==> config.mk <==
export PLATFORM = sky130hd
export DESIGN_NAME = apb_slave_regfile
export DESIGN_NICKNAME = d
export VERILOG_FILES = /design/src/rtl/apb_slave_regfile.sv
export SDC_FILE = /design/constraint.sdc
export NUM_CORES = 1
export LEC_CHECK = 0
export ABC_CLOCK_PERIOD_IN_PS = 52700
export CAP_MARGIN = 5
export CORE_MARGIN = 5
export CORE_UTILIZATION = 47
export DETAILED_ROUTE_END_ITERATION = 8
export HOLD_SLACK_MARGIN = 0.08
export PLACE_DENSITY = 0.72
export REMOVE_ABC_BUFFERS = 1
export SKIP_CTS_REPAIR_TIMING = 1
export SYNTH_ARGS = -nofsm -noshare
export SYNTH_HDL_FRONTEND = slang
export SYNTH_SLANG_ARGS = --single-unit
export TNS_END_PERCENT = 50
==> constraint.sdc <==
create_clock -name pclk_i -period 52.7 [get_ports pclk_i]
set_input_delay 15.81 -clock pclk_i [delete_from_list [all_inputs] [get_ports pclk_i]]
set_output_delay 15.81 -clock pclk_i [all_outputs]
set_load 0.005 [all_outputs]
==> src/rtl/apb_slave_regfile.sv <==
// APB4 completer holding a word-addressed register file with programmable wait states.
// Optional: define APB_SLV_IDREG_EN to make register 0 a read-only ID register returning ID_VALUE.
module apb_slave_regfile #(
   parameter int unsigned ADDR_WIDTH  = 32,
   parameter int unsigned DATA_WIDTH  = 32,
   parameter int unsigned REG_NUM     = 16,
   parameter int unsigned WAIT_CYCLES = 2,
   parameter logic [31:0] ID_VALUE    = 32'hA5B0_0001
) (
   input  logic                    pclk_i,
   input  logic                    preset_i,
   input  logic [ADDR_WIDTH-1:0]   paddr_i,
   input  logic                    psel_i,
   input  logic                    penable_i,
   input  logic                    pwrite_i,
   input  logic [DATA_WIDTH-1:0]   pwdata_i,
   input  logic [DATA_WIDTH/8-1:0] pstrb_i,
   output logic [DATA_WIDTH-1:0]   prdata_o,
   output logic                    pready_o,
   output logic                    pslverr_o,
   output logic [15:0]             xfer_cnt_o
);

   localparam int unsigned           STRB_W     = DATA_WIDTH / 8;
   localparam int unsigned           IDX_W      = $clog2(REG_NUM);
   localparam logic [ADDR_WIDTH-1:0] ADDR_LIMIT = ADDR_WIDTH'(4 * REG_NUM);
   localparam logic [3:0]            WAIT_MAX   = 4'(WAIT_CYCLES);

   typedef enum logic [1:0] {
      IDLE,
      SETUP,
      ACCESS
   } state_e;

   state_e                  state_q, state_d, phase;
   logic [3:0]              cnt_q, cnt_d;
   logic [ADDR_WIDTH-1:0]   addr_q, addr_d;
   logic                    write_q, write_d;
   logic [15:0]             xfer_cnt_q, xfer_cnt_d;
   logic [DATA_WIDTH-1:0]   regs_q [REG_NUM];
   logic [DATA_WIDTH-1:0]   regs_d [REG_NUM];
   logic [IDX_W-1:0]        idx;
   logic                    pready;
   logic                    err;

   // The setup phase is recognised in the cycle it is on the bus, so a zero-wait transfer takes two cycles.
   always_comb begin
      phase = state_q;
      if ((state_q == IDLE) && psel_i && !penable_i) begin
         phase = SETUP;
      end
   end

   assign pready = (phase == ACCESS) && psel_i && penable_i && (cnt_q == WAIT_MAX);
   assign idx    = addr_q[2 +: IDX_W];

   always_comb begin
      err = (addr_q[1:0] != 2'b00) || (addr_q >= ADDR_LIMIT) || (!write_q && (pstrb_i != '0));
`ifdef APB_SLV_IDREG_EN
      if (write_q && (idx == '0)) begin
         err = 1'b1;
      end
`endif
   end

   // NOTE: every variable gets its default first so no path leaves it unassigned and no latch is inferred.
   always_comb begin
      state_d = phase;
      cnt_d   = cnt_q;
      addr_d  = addr_q;
      write_d = write_q;
      case (phase)
         IDLE: begin
            state_d = IDLE;
         end
         SETUP: begin
            state_d = ACCESS;
            cnt_d   = '0;
            addr_d  = paddr_i;
            write_d = pwrite_i;
         end
         ACCESS: begin
            if (!psel_i || pready) begin
               state_d = IDLE;
            end else if (cnt_q < WAIT_MAX) begin
               cnt_d = cnt_q + 4'd1;
            end
         end
         default: begin
            state_d = IDLE;
         end
      endcase
   end

   always_comb begin
      regs_d = regs_q;
      if (pready && write_q && !err) begin
         for (int k = 0; k < STRB_W; k++) begin
            if (pstrb_i[k]) begin
               regs_d[idx][8*k +: 8] = pwdata_i[8*k +: 8];
            end
         end
      end
   end

   assign xfer_cnt_d = pready ? (xfer_cnt_q + 16'd1) : xfer_cnt_q;

   always_comb begin
      prdata_o = '0;
      if (pready && !write_q && !err) begin
         prdata_o = regs_q[idx];
`ifdef APB_SLV_IDREG_EN
         if (idx == '0) begin
            prdata_o = DATA_WIDTH'(ID_VALUE);
         end
`endif
      end
   end

   assign pready_o   = pready;
   assign pslverr_o  = pready && err;
   assign xfer_cnt_o = xfer_cnt_q;

   // NOTE: sequential state uses non-blocking assignments so every flop samples pre-edge values.
   always_ff @(posedge pclk_i or posedge preset_i) begin
      if (preset_i) begin
         state_q    <= IDLE;
         cnt_q      <= '0;
         addr_q     <= '0;
         write_q    <= 1'b0;
         xfer_cnt_q <= '0;
      end else begin
         state_q    <= state_d;
         cnt_q      <= cnt_d;
         addr_q     <= addr_d;
         write_q    <= write_d;
         xfer_cnt_q <= xfer_cnt_d;
      end
   end

   // NOTE: the register file is reset because software relies on zeros; it is built from flops, not a RAM.
   always_ff @(posedge pclk_i or posedge preset_i) begin
      if (preset_i) begin
         for (int i = 0; i < REG_NUM; i++) begin
            regs_q[i] <= '0;
         end
      end else begin
         regs_q <= regs_d;
      end
   end

endmodule

[Word-level counts from Yosys, hierarchy flattened]
Cells that the tools add are included.
Operators by class
  reduce and logical (&&, ||, !) cells: 24
  div/mod/pow operators: 0
  shifts and indexed selects: 0
  add/subtract/negate cells: 2
  muxes and demuxes: 29
  multipliers: 0
  equality and inequality tests: 5
  order comparisons: 4
  bitwise operators: 1
Operator list (count)
  two-way mux 512 bit: 7
  bitwise mux 512 bit: 4
  demux 32 bit (select 4 bit): 4
  binary-select mux 32 bit (select 4 bit): 1
  two-way mux 32 bit: 4
  greater-or-equal comparator 32 x 7 -> 1 bit (second input constant): 1
  two-way mux 24 bit: 1
  adder 16 x 1 -> 16 bit (second input constant): 1
  two-way mux 16 bit: 1
  logical AND 1 bit: 12
  two-way mux 4 bit: 2
  two-way mux 8 bit: 1
  case mux 4 bit (2 select lines): 1
  greater-or-equal comparator 5 bit (second input constant): 1
  < comparator 5 x 1 -> 1 bit (second input constant): 1
  inverter 4 -> 5 bit: 1
  adder 4 x 1 -> 4 bit (second input constant): 1
  == test 4 x 2 -> 1 bit (second input constant): 1
  zero test 1 bit: 4
  < comparator 4 x 2 -> 1 bit (second input constant): 1
  two-way mux 2 bit: 2
  case mux 2 bit (2 select lines): 1
  nonzero test 2 bit: 2
  nonzero test 4 bit: 1
  other kinds (7): 9
Storage, ports and cells
  input bits: 73
  memory bits (writable): 0
  output and inout port bits: 50
  memories kept: 0
  bits in latches: 0
  register bits after elaboration: 567
  word-level logic and storage cells: 86
  bits in read-only memories: 0

[Logic depth before layout (Yosys ltp)]
Gate-level depths: netlist of run 1.
  depth in word-level cells: 19
  gate-level depth with buffers: 9
  depth with buffers taken out: 6

[Worst setup path before layout of run 1]
OpenSTA, ideal clock, no wires.
  path type: input to output
  start point: input pstrb_i[3]
  end point: output prdata_o[0]
  data required time: 36.890 ns
  arrival: 17.046 ns
  buffers on the path: 1
  cell stages on the path: 5
  path slack: 19.844 ns
  cell sequence: or4_1 nor4_1 nand3_1 clkbuf_1 a21oi_1
Between the ends
  cells in the longest elaborated chain, start to end: 6
Ends and longest elaborated chain
  from (decl): line 17  | input logic [DATA_WIDTH/8-1:0] pstrb_i,
  nonzero test 4 bit: line 58  | err = (addr_q[1:0] != 2'b00) || (addr_q >= ADDR_LIMIT) || (!write_q && (pstrb_i != '0));
  logical AND 1 bit: line 58
  logical OR 1 bit: line 58
  zero test 1 bit: line 110  | if (pready && !write_q && !err) begin
  logical AND 1 bit: line 110
  two-way mux 32 bit: line 110
  to (decl): line 18  | output logic [DATA_WIDTH-1:0] prdata_o,
No other way between the ends.

[Worst setup path in the final report of run 1]
  start point: input penable_i
  end point: output prdata_o[16]
Between the ends
  cells in the longest elaborated chain, start to end: 10
Ends and longest elaborated chain
  from (decl): line 14  | input logic penable_i,
  zero test 1 bit: line 49  | if ((state_q == IDLE) && psel_i && !penable_i) begin
  logical AND 1 bit: line 49
  two-way mux 2 bit: line 49
  == test 2 bit: line 54  | assign pready = (phase == ACCESS) && psel_i && penable_i && (cnt_q == WAIT_MAX);
  logical AND 1 bit: line 54
  logical AND 1 bit (*) (2 in series): line 54
  logical AND 1 bit (*) (2 in series): line 110
  two-way mux 32 bit (*): line 110
Every way passes the cells marked *; elsewhere a longest branch is shown, timed or not.

==> results of run 1 <==
## power by group through the flow
stage                     Combinational (mW)  Clock (mW)  Sequential (mW)
final                                 0.0914       0.406            0.454
after global routing                  0.0985       0.434            0.455
after CTS                             0.0930       0.415            0.454
after detailed placement              0.0926           0            0.462
after global placement                0.0915           0            0.462
after floorplan                       0.0496           0            0.471
## placed cells by master (no fill, tap or decap), types with 11 or more instances in the layout
cell type          n
mux4_2           128
dfrtp_1          565
mux2_2           535
clkbuf_16         59
nand4_1           13
a22oi_1           64
a21oi_1           32
nor2_1            61
clkdlybuf4s50_1  122
and4_1            11
clkbuf_1          18
buf_4             12
xnor2_1           12
nand4_2           44
mux2_1            11
## metrics by stage
step	hold WS, ps	setup slack, ps	cells	power [mW]
floorplan	459	19370	1571	0.520
CTS	481	17940	2559	0.962
finish	477	17940	2559	0.951
global route	491	17810	2559	0.988
detailed placement	462	17940	2454	0.555
global placement	466	17950	2454	0.553
## per-layer routing
metal  routed length, um  global-route usage  share of wire
met1               26400               0.276           0.44
met2               30600               0.342           0.51
met3                2340              0.0349          0.039
met4                1250              0.0491          0.021
met5                  13                   0        0.00021
## cells in the mapped netlist, types with 6 or more instances
library cell	n
dfrtp_1	567
mux2_2	535
mux4_2	128
a22oi_1	64
nor2_1	62
clkbuf_1	57
nand4_2	44
buf_2	42
a21oi_1	33
buf_1	15
nand4_1	13
and4_1	12
buf_4	12
xnor2_1	12
mux2_1	11
inv_1	10
nor4_1	9
nand2_1	8
nand4bb_1	6
## registers in the layout, indices dropped and copies added (netlist names)
name        cells
addr_q         32
state_q         2
regs_q        512
write_q         1
cnt_q           4
xfer_cnt_o     16
## final timing paths
check | endpoint | slack (ps) | cells past startpoint
worst max-delay path | prdata_o[16] | 17940 | 7
worst min-delay path | xfer_cnt_o[15] | 480 | 1
worst max register to register | regs_q[131] | 48880 | 5
worst min register to register | xfer_cnt_o[15] | 480 | 1
max in group asynchronous | regs_q[509] | 33530 | 5
min in group asynchronous | regs_q[163] | 15790 | 2
## cell families (layout without fill, tap and decap cells)
kind of cell	count (synthesis)	in the layout
adder cells (fa/ha/maj)	3	3
other	1	1
AO/OA/AOI/OAI	102	102
multiplexers	674	674
AND/OR/NAND/NOR	199	199
buffers and inverters	137	250
XOR/XNOR	15	15
flip-flops	567	567
## cell type report
cell class                 instances  area share
inverter                          10     0.00151
clock buffer                      86      0.0559
tap                              748      0.0314
timing repair buffer             135      0.0446
clock inverter                    19     0.00687
multi-input combinational        994       0.384
sequential                       567       0.476
==> results.md, run 1 <==
* Design area at 0.0298 mm^2
* Seq cells post-synth at 567
* Mux contribution to synthesized area at 0.344
* Global-route wire length before repair at around 96 mm
* Type of the worst setup path: input pin to output port
* Worst path buffer plus inverter count at 3
* Maximum clock path buffer count at 3
* Final period utilization at 0.660
* Compound-cell area share of the yosys netlist at 0.0260
* CTS tree: yes
* Die height at about 250 um
* Worst-Skew Late Latency at 630 ps
* CP Launch Type: input pin
* Largest net degree at the start of global routing at ~150
* Share of post-route cells with drive strength above 1 at 0.458
* Skew final at between 20 and 25 ps
* Seq/Total Area, Yosys at 0.541
* HPWL Detailed at 37.7 mm
* Switching Share at 0.254
* Slew HR at 0.184
* Syn Inst Count at 1,698
* Critical path required time at 36,890 ps
* Dpl cell area at 0.0280 mm^2
* Leakage Power at 14.2 nW
* Initial Util at 0.475
* Core area at 0.0552 mm^2
* Max Cap Viol at 0
* Type of the most critical hold path: flop to flop
* WP data arrival at 18,950 ps
* Netlist cell types at 44
* Critical Path Start: penable_i
* Clk sink count at 567
* Psw at 0.242 mW
* Sequential share of power at 0.477
* Area growth, synth to finish at 13.8%
* Synthesis Warnings at 0
* CTS root buffer: clkbuf_16
* Post-Synth XOR/XNOR Area at 0.00501
* Final Max Tran Viols at 0
* Row count at 86
* Congestion Overflow GR at 0
* Worst Tran Pin Value at 1220 ps
* WL/cell at 23.7 um
* Crit path max fanout at 21
* Clock-pin slew on the worst setup and hold paths at 60 ps
* Top-area cell type share of the netlist area at 0.541
* CP max-delay cell: clkdlybuf4s50_1
* Io pins at 123
* Final hold vios at 0
* Clock share of power at 0.427
* Post-Synth Simple-Gate Area at 0.0586
* Post-synth EDFFs at 0
* DR DRC count at 0
* Setup-failing EPs final at 0
* FILL cells at approximately 4,400
* Num CTS Buffers at slightly below 60
* Primary FF master, synth: dfrtp_1
* PortBufs at 122
* Delay of the slowest critical-path stage at 570 ps
* Total die area at 0.0606 mm^2
* Overall Global Routing Usage at 0.202
* Max Freq at around 0.029 GHz
* Drt via density at 5.90
* Initial antenna violation count at 1
* Post-Synth Adder-Cell Area at 0.00143
* Min Tclk post-route at 34,760 ps
* Crit end category: output port
* Power Density at 31.9 mW/mm^2
* Vias at between 15,000 and 20,000
* Synth area leaders: dfrtp_1 54%, mux2_2 23%, mux4_2 11%
* Delay-heaviest family, CP: buffers and inverters
* Unrepaired setup endpoints after global routing: false
* RD Place Congestion at 0.783
* Crit path top cell by count: clkdlybuf4s50_1
* Routed Antenna Nets at 0
* Largest area contributor in the netlist: dfrtp_1
* Combinational fraction of design power at 0.096
* Internal power at 0.709 mW
* Antenna Cells at 0
* Register area at 0.0142 mm^2
* Hold wc startpoint: xfer_cnt_o[15]
* Crit-path cells: clkdlybuf4s50_1 > nand4bb_1 > nor4_1 > nand3_2 > buf_4 > a21oi_1 > clkdlybuf4s50_1
* H-tree depth at 2
* Initial DRC count at approximately 800
* Mapped cell area at between 0.02 and 0.03 mm^2
* Footprint of the multi-input gates at around 0.011 mm^2
* Status: finished clean
* IR drop worst, VDD at 0.0276 mV
* Asr flop ratio synth at 1.00
* First-pass detailed-route iteration total at 5
* Setup TNS at 0 ps
* Chip width at 246 um
* Syn avg cell area at 15.4 um^2
* Main combinational cell family by area after synthesis: multiplexers
* Vias in the first global route at 16,203
* Utilization after layout at 0.541
* DRT Wirelength at 60.6 mm
* Final net count at 1,842
* RR Startpoint: addr_q[2]
Note: power is estimated with default switching activity, not from simulation.
==> run 2, diff against run 1 <==
- ABC_CLOCK_PERIOD_IN_PS: 52700 -> 36300
- clock period: 52.7 -> 36.3 ns (I/O delays scaled with it)
==> run 2 against run 1 <==
Effect of this change:
- die area is the same
- first-iteration DRC count grew 4.1%
- non-clock buffer count increased by 2
- clock-buffer cell count up 6
- clock skew up 2.8 ps
- register-to-register slack got worse by 17000 ps
- hold slack gained 0.82 ps
- cell count rose by 0.16%
- highest routed layer unchanged
==> results.md, run 2 (same netlist as run 1, synthesis figures left out) <==
* DR DRC count at 0
* Sequential share of power at 0.473
* Skew final at 23.6 ps
* Type of the worst setup path: input pin to output port
* RD Place Congestion at just under 0.8
* Pre-CTS WS at 11,390 ps
* Status: finished clean
* R2R Setup Slk at 32,360 ps
* Dpl cell area at 0.0280 mm^2
* R2r worst-path depth at 5
* HPWL Detailed at 37.9 mm
* Final Max Tran Viols at 0
* Crit path max fanout at 21
* Maximum clock path buffer count at 3
* Largest net degree at the start of global routing at 148
* Type of the most critical hold path: flop to flop
* Setup TNS at 0 ps
* Commonest non-fill, non-tap cell in the layout: dfrtp_1
* Delay-heaviest family, CP: buffers and inverters
* Crit end category: output port
* Max Cap Viol at 0
* Overall Global Routing Usage at 0.204
* Setup-failing EPs final at 0
* Final net count at 1,845
* PortBufs at 122
* Worst path buffer plus inverter count at 3
* Initial Util at 0.475
* Die height at about 250 um
* Global-route wire length before repair at 97.4 mm
* Critical path depth in cells at 7
* Initial DRC count at 847
* Combinational fraction of design power at 0.094
* CP max-delay cell: clkdlybuf4s50_1
* Footprint of the multi-input gates at 0.0115 mm^2
* Vias in the first global route at 16,493
* Reg with most FFs: regs_q
* Initial antenna violation count at 2
* Clock share of power at 0.433
* Psw at 0.346 mW
* Chip width at between 200 and 250 um
* Core area at 0.0552 mm^2
* Clock-pin slew on the worst setup and hold paths at 60 ps
* Routed Antenna Nets at 0
* Largest register FFs at around 510
* Slew HR at 0.184
* Num CTS Buffers at 59
* Unrepaired setup endpoints after global routing: false
* Area growth, synth to finish at 14.1%
* Non-filler instance count after layout at 2,563
* Register area at approximately 0.014 mm^2
* Most frequent cells in the layout: 565 x dfrtp_1, 535 x mux2_2, 128 x mux4_2, 122 x clkdlybuf4s50_1, 64 x a22oi_1
* Final period utilization at 0.684
* Reg2reg end: regs_q[145]
* Min Tclk post-route at 24,810 ps
* Internal power at 1.05 mW
* First-pass detailed-route iteration total at 6
* CTS root buffer: clkbuf_16
* Crit-path cells: clkdlybuf4s50_1 > nand4bb_1 > nor4_1 > nand3_2 > buf_4 > a21oi_1 > clkdlybuf4s50_1
* Io pins at approximately 120
* Total die area at 0.0606 mm^2
* IR drop worst, VDD at 0.0363 mV
* WP data arrival at around 14,000 ps
* CP Launch Type: input pin
* Switching Share at 0.248
* FILL cells at 4,371
* Drt via density at 5.95
* CTS tree: yes
* RR Startpoint: addr_q[2]
* Final Worst Setup Slack at 11,490 ps
* Worst-Skew Late Latency at 620 ps
* Leakage Power at 14.3 nW
* Vias at 15,249
* WL/cell at 23.7 um
* Crit path top cell by count: clkdlybuf4s50_1
* Congestion Overflow GR at 0
* H-tree depth at 2
* Critical path required time at between 20,000 and 30,000 ps
* Critical Path Start: penable_i
* Power Density at 46.7 mW/mm^2
* Worst Tran Pin Value at 1220 ps
* Max Freq at 0.0403 GHz
* Delay of the slowest critical-path stage at 570 ps
* DRT Wirelength at 60.8 mm
* Crit path to: prdata_o[16]
* Share of post-route cells with drive strength above 1 at 0.458
* Design area at roughly 0.030 mm^2
* Final hold vios at 0
* Row count at 86
* Clk sink count at 567
* Placed insts at between 2,000 and 2,500
## run 2: changes by cell type in the layout (fill, tap and decap cells not counted), sizes merged
cell	change
buf	+2
bufinv	+2
clkinv	-5
diode	+1
clkinvlp	-4
clkbuf	+6
inv	+2
## run 2: worst min-delay path by stage
stage / start / to / cells past startpoint
after detailed placement: xfer_cnt_o[15] / xfer_cnt_o[15] / 1
final: xfer_cnt_o[15] / xfer_cnt_o[15] / 1
after global routing: regs_q[474] / regs_q[474] / 1
after floorplan: regs_q[472] / regs_q[472] / 1
after global placement: xfer_cnt_o[15] / xfer_cnt_o[15] / 1
after CTS: xfer_cnt_o[15] / xfer_cnt_o[15] / 1
## run 2: power groups by stage
stage	Combinational (mW)	Sequential, mW	Clock (mW)
2_1_floorplan	0.0720	0.684	0
3_3_place_gp	0.132	0.671	0
3_5_place_dp	0.134	0.672	0
4_1_cts	0.134	0.661	0.621
5_1_grt	0.143	0.662	0.647
6_report	0.131	0.660	0.605
## run 2: metrics by stage
stage          hold slack (ps)  power, mW  utilization
3_5_place_dp               469      0.806        0.507
2_1_floorplan              459      0.756            -
6_report                   478       1.40        0.542
4_1_cts                    480       1.42        0.542
5_1_grt                    505       1.45        0.542
3_3_place_gp               462      0.803        0.507
## run 2: final cells by class
cell class,count,share of cell area
clock buffer,92,0.0575
clock inverter,14,0.00732
antenna,1,0.0000836
sequential,567,0.474
tap,748,0.0313
multi-input combinational,994,0.383
inverter,10,0.00151
timing repair buffer,137,0.0446
## run 2: per-layer routing
layer | track usage | part of all wire
met1 | 0.280 | 0.43
met5 | 0 | 0.00031
met4 | 0.0750 | 0.035
met2 | 0.334 | 0.49
met3 | 0.0319 | 0.044
## run 2: worst register-to-register path, cell delays in order (launching register included)
cell      delay, ps
dfrtp_4        1090
buf_4           900
nand4b_1        550
nor2_1          220
nand4_1         540
mux2_2          520
